## config.mk

```make
export PLATFORM = sky130hd
export DESIGN_NAME = serial_subtractor
export DESIGN_NICKNAME = d
export VERILOG_FILES = /design/src/rtl/serial_sub_pkg.sv /design/src/rtl/full_subtractor.sv /design/src/rtl/serial_subtractor.sv
export SDC_FILE = /design/constraint.sdc
export NUM_CORES = 1
export LEC_CHECK = 0
export CAP_MARGIN = 20
export CELL_PAD_IN_SITES_DETAIL_PLACEMENT = 1
export CELL_PAD_IN_SITES_GLOBAL_PLACEMENT = 1
export CORE_MARGIN = 8
export CORE_UTILIZATION = 40
export CTS_BUF_LIST = sky130_fd_sc_hd__clkbuf_4 sky130_fd_sc_hd__clkbuf_8
export DETAILED_ROUTE_END_ITERATION = 10
export DONT_BUFFER_PORTS = 1
export PLACE_DENSITY = 0.68
export SLEW_MARGIN = 20
export SYNTH_ARGS = -nofsm -noshare
export SYNTH_HDL_FRONTEND = slang
export SYNTH_SLANG_ARGS = --single-unit
```

## constraint.sdc

```tcl
create_clock -name clk -period 1.7 [get_ports clk]
set_input_delay 0.34 -clock clk [delete_from_list [all_inputs] [get_ports clk]]
set_output_delay 0.34 -clock clk [all_outputs]
set_load 0.02 [all_outputs]
```

## src/rtl/serial_sub_pkg.sv

```systemverilog
// Shared definitions for the bit-serial subtractor: FSM encoding and counter sizing.
package serial_sub_pkg;

    typedef enum logic [1:0] {
        IDLE  = 2'd0,
        SHIFT = 2'd1,
        DONE  = 2'd2
    } state_t;

    function automatic int clog2(input int value);
        int r;
        r = 0;
        while ((1 << r) < value) begin
            r = r + 1;
        end
        return r;
    endfunction

endpackage

```

## src/rtl/full_subtractor.sv

```systemverilog
// Single-bit full subtractor: diff = a - b - bin, with borrow out.
module full_subtractor (
    input  logic a,
    input  logic b,
    input  logic bin,
    output logic diff,
    output logic bout
);

    assign diff = a ^ b ^ bin;
    assign bout = (~a & b) | (~(a ^ b) & bin);

endmodule

```

## src/rtl/serial_subtractor.sv

```systemverilog
// Bit-serial subtractor d = a - b - bin, LSB first, one bit per clock.
// Optional signed-overflow output enabled by defining SERIAL_SUB_OVF_EN.
module serial_subtractor
    import serial_sub_pkg::*;
#(
    parameter int WIDTH = 4
) (
    input  logic             clk,
    input  logic             rst,
    input  logic             start,
    input  logic [WIDTH-1:0] a,
    input  logic [WIDTH-1:0] b,
    input  logic             bin,
    output logic             busy,
    output logic             done,
    output logic [WIDTH-1:0] d,
    output logic             bout
`ifdef SERIAL_SUB_OVF_EN
    ,
    output logic             ovf
`endif
);

    localparam int CW = (clog2(WIDTH) < 1) ? 1 : clog2(WIDTH);
    localparam logic [CW-1:0] LAST_BIT = CW'(WIDTH - 1);

    state_t             state_reg, state_next;
    logic [WIDTH-1:0]   a_reg, a_next;
    logic [WIDTH-1:0]   b_reg, b_next;
    logic               brw_reg, brw_next;
    logic [CW-1:0]      cnt_reg, cnt_next;
    // Holds the WIDTH-1 low result bits; the final bit goes straight into d.
    logic [WIDTH-2:0]   res_reg, res_next, res_shift;
    logic [WIDTH-1:0]   d_reg, d_next;
    logic               bout_reg, bout_next;
`ifdef SERIAL_SUB_OVF_EN
    logic               ovf_reg, ovf_next;
`endif
    logic               fs_diff, fs_bout;

    full_subtractor u_fs (
        .a    (a_reg[0]),
        .b    (b_reg[0]),
        .bin  (brw_reg),
        .diff (fs_diff),
        .bout (fs_bout)
    );

    generate
        if (WIDTH > 2) begin : g_res_wide
            assign res_shift = {fs_diff, res_reg[WIDTH-2:1]};
        end else begin : g_res_narrow
            assign res_shift = fs_diff;
        end
    endgenerate

    always_comb begin
        state_next = state_reg;
        a_next     = a_reg;
        b_next     = b_reg;
        brw_next   = brw_reg;
        cnt_next   = cnt_reg;
        res_next   = res_reg;
        d_next     = d_reg;
        bout_next  = bout_reg;
`ifdef SERIAL_SUB_OVF_EN
        ovf_next   = ovf_reg;
`endif
        case (state_reg)
            IDLE: begin
                if (start) begin
                    a_next     = a;
                    b_next     = b;
                    brw_next   = bin;
                    cnt_next   = '0;
                    state_next = SHIFT;
                end
            end
            SHIFT: begin
                a_next   = {1'b0, a_reg[WIDTH-1:1]};
                b_next   = {1'b0, b_reg[WIDTH-1:1]};
                brw_next = fs_bout;
                res_next = res_shift;
                cnt_next = cnt_reg + 1'b1;
                if (cnt_reg == LAST_BIT) begin
                    state_next = DONE;
                    d_next     = {fs_diff, res_reg};
                    bout_next  = fs_bout;
`ifdef SERIAL_SUB_OVF_EN
                    // Borrow into the MSB step differs from borrow out => signed overflow.
                    ovf_next   = brw_reg ^ fs_bout;
`endif
                end
            end
            DONE: begin
                state_next = IDLE;
            end
            default: begin
                state_next = IDLE;
            end
        endcase
    end

    always_ff @(posedge clk) begin
        if (rst) begin
            state_reg <= IDLE;
            a_reg     <= '0;
            b_reg     <= '0;
            brw_reg   <= 1'b0;
            cnt_reg   <= '0;
            res_reg   <= '0;
            d_reg     <= '0;
            bout_reg  <= 1'b0;
`ifdef SERIAL_SUB_OVF_EN
            ovf_reg   <= 1'b0;
`endif
        end else begin
            state_reg <= state_next;
            a_reg     <= a_next;
            b_reg     <= b_next;
            brw_reg   <= brw_next;
            cnt_reg   <= cnt_next;
            res_reg   <= res_next;
            d_reg     <= d_next;
            bout_reg  <= bout_next;
`ifdef SERIAL_SUB_OVF_EN
            ovf_reg   <= ovf_next;
`endif
        end
    end

    assign busy = (state_reg == SHIFT);
    assign done = (state_reg == DONE);
    assign d    = d_reg;
    assign bout = bout_reg;
`ifdef SERIAL_SUB_OVF_EN
    assign ovf  = ovf_reg;
`endif

endmodule

```

==> flow_summary.ini <==
[cts]
cts_htree_levels = 1
numCtsBuffers = 3
cts.hold.buffers_added = 0
cts_resized = 0
clock_tree.buffer_depth = 2
clkTransAtPathRegs_ns = 0.11
cts_tree = yes
insertion_delay_ns = 0.29
cts_setup_buffers = 0
cts_sinks = 21
clock-root-buffer = clkbuf_4

[layout]
insertedDiodeCount = 0
final-seq-area_um2 = 420.4
fill_cells = 265
utilization_pct = 43.44
layout-drive-gt1-share_pct = 21.11
multi_input_area_um2 = 449.2
fin_nets = 105
area_growth_pct = 3.226

[grt]
track_usage_pct = 9.642
grt_pass1_vias = 662
grt_overflow = 0
antenna_found_initial = 0
grt_pass1_wl_um = 3215
grt_max_degree = 22

[synth]
yosysTopAreaCell = dfxtp_1
async_reset_ff_share_pct = 0
ys_seq_area_share_pct = 45.16
synth_top_area_share_pct = 45.16
post-synth-top-count-cell = dfxtp_1
synth_area_um2 = 930.9
yosysWarnings = 0
ys_types = 23
synth_commonest_cells = 21 x dfxtp_1, 13 x nor2_1, 10 x mux2i_1
ys.flop_type = dfxtp_1
ys_ff_latch = 21
syn_area_per_cell_um2 = 10.46
syn_nets = 103
syn_inst = 89
synthTopCellsByArea = dfxtp_1 45%, a211oi_2 11%, mux2i_1 11%
synth-edff-count = 0

[die]
initial_core_util_pct = 42.08
dieArea_mm2 = 0.004127
die_h_um = 64.24
num_rows = 17
die_x_um = 64.24
core_mm2 = 0.002212
pin_count = 19

[placement]
numPortBuffers = 0
dp_hpwl_um = 1403
gp_congestion = 0.7605

[critical_path]
cp.required_ns = 1.36
crit_slowest_cell = dfxtp_1
critPathKind = reg2out
worstPathMaxFanout = 11
ff2ff_path_depth = 4
cpPeakStageDelay_ns = 0.50
cp-end-kind = primary output
start_kind = flop
cp.arrival_ns = 1.21
path_cells = nor2b_2 -> buf_4

[timing]
final.setup.tns_ns = 0
post-route-period-util_pct = 91.04
drv_slew = 0
worst_pin_slew_ns = 0.4080
skew_ns = 0.001801
hold_viol_final = 0
setup_viol = 0
min_period_ns = 1.548
whs_ns = 0.09058
relSlewSlack_pct = 72.74
clock.fmax_ghz = 0.6461
rsz0062_at_grt = no

[job]
drv_cap = 0

[min_path]
whs_path_depth = 1
hp-class = in2reg

[drt]
dr.first_iter.drc_count = 18
viasPerCell = 5.271
wl_per_cell_um = 15.55
drt_wl_total_um = 1835
drc = 0
ant_nets = 0
drt-pass1-iter-count = 3
num_vias = 622

[pwr]
p_per_area_mw_per_mm2 = 940.2
vdd_ir_drop_max_mv = 0.3582
p_leak_nw = 0.3580

[status]
outcome = complete, no violations
## critical path, delay by kind of cell, from the launching register on
family	cells	cell delay, ns
simple gates	1	0.19
flops	1	0.50
buf+inv	1	0.23
## area by class of cell
cell class,count,share of cell area [%]
Clock buffer,4,3.125
Inverter,3,1.172
Multi-Input combinational cell,60,46.74
Sequential cell,21,43.75
Tap cell,28,3.646
Timing Repair Buffer,2,1.562
## path summary, 6_finish.rpt
check	startpoint	to	slack, ns
hold / removal	rst	a_reg[0]	0.09
setup / recovery	state_reg[0]	busy	0.15
hold reg to reg	res_reg[0]	d[0]	0.48
setup reg to reg	state_reg[0]	res_reg[0]	0.41
## metal layers
layer | GRT usage (%) | up-vias | share of wire [%]
met5 | 0 | - | 0
met4 | 3.270 | 0 | 0.93
met3 | 4.704 | 2 | 9.8
met2 | 14.16 | 12 | 45
met1 | 11.96 | 294 | 44
li1 | - | 314 | -
## cells by family after synthesis
family	Yosys count	synth area share, %
AND/OR/NAND/NOR	29	14.79
flip-flops	21	45.16
AO/OA/AOI/OAI	19	19.22
multiplexers	10	10.75
buffers and inverters	8	6.586
adder cells (fa/ha/maj)	2	3.494
## placed cells by master (no fill, tap or decap), drive strengths merged
cell    count
a211oi      9
a21oi       5
a22oi       3
buf         2
clkbuf      4
dfxtp      21
fa          1
ha          1
inv         3
mux2i      10
nand2       4
nand3       4
nand3b      1
nor2       16
nor2b       2
nor3        1
nor3b       1
o21ba       1
o21bai      1
## power by group
part           total (mW)  internal [mW]  leakage (nW)  switching (mW)
Combinational       0.113         0.0531         0.168          0.0597
Sequential          0.539          0.518         0.172          0.0208
Clock               0.252          0.107        0.0184           0.144
## stage by stage
step | power, mW | instances | area [um^2] | setup slack (ns)
global route | 0.9512 | 118 | 960.9 | 0.06101
global placement | 0.6611 | 114 | 930.9 | 0.4580
CTS | 0.9143 | 118 | 960.9 | 0.1368
finish | 0.9034 | 118 | 960.9 | 0.1523
floorplan | 0.6594 | 89 | 930.9 | 0.5371
detailed placement | 0.6665 | 114 | 930.9 | 0.4344
(Power assumes the default switching activity.)
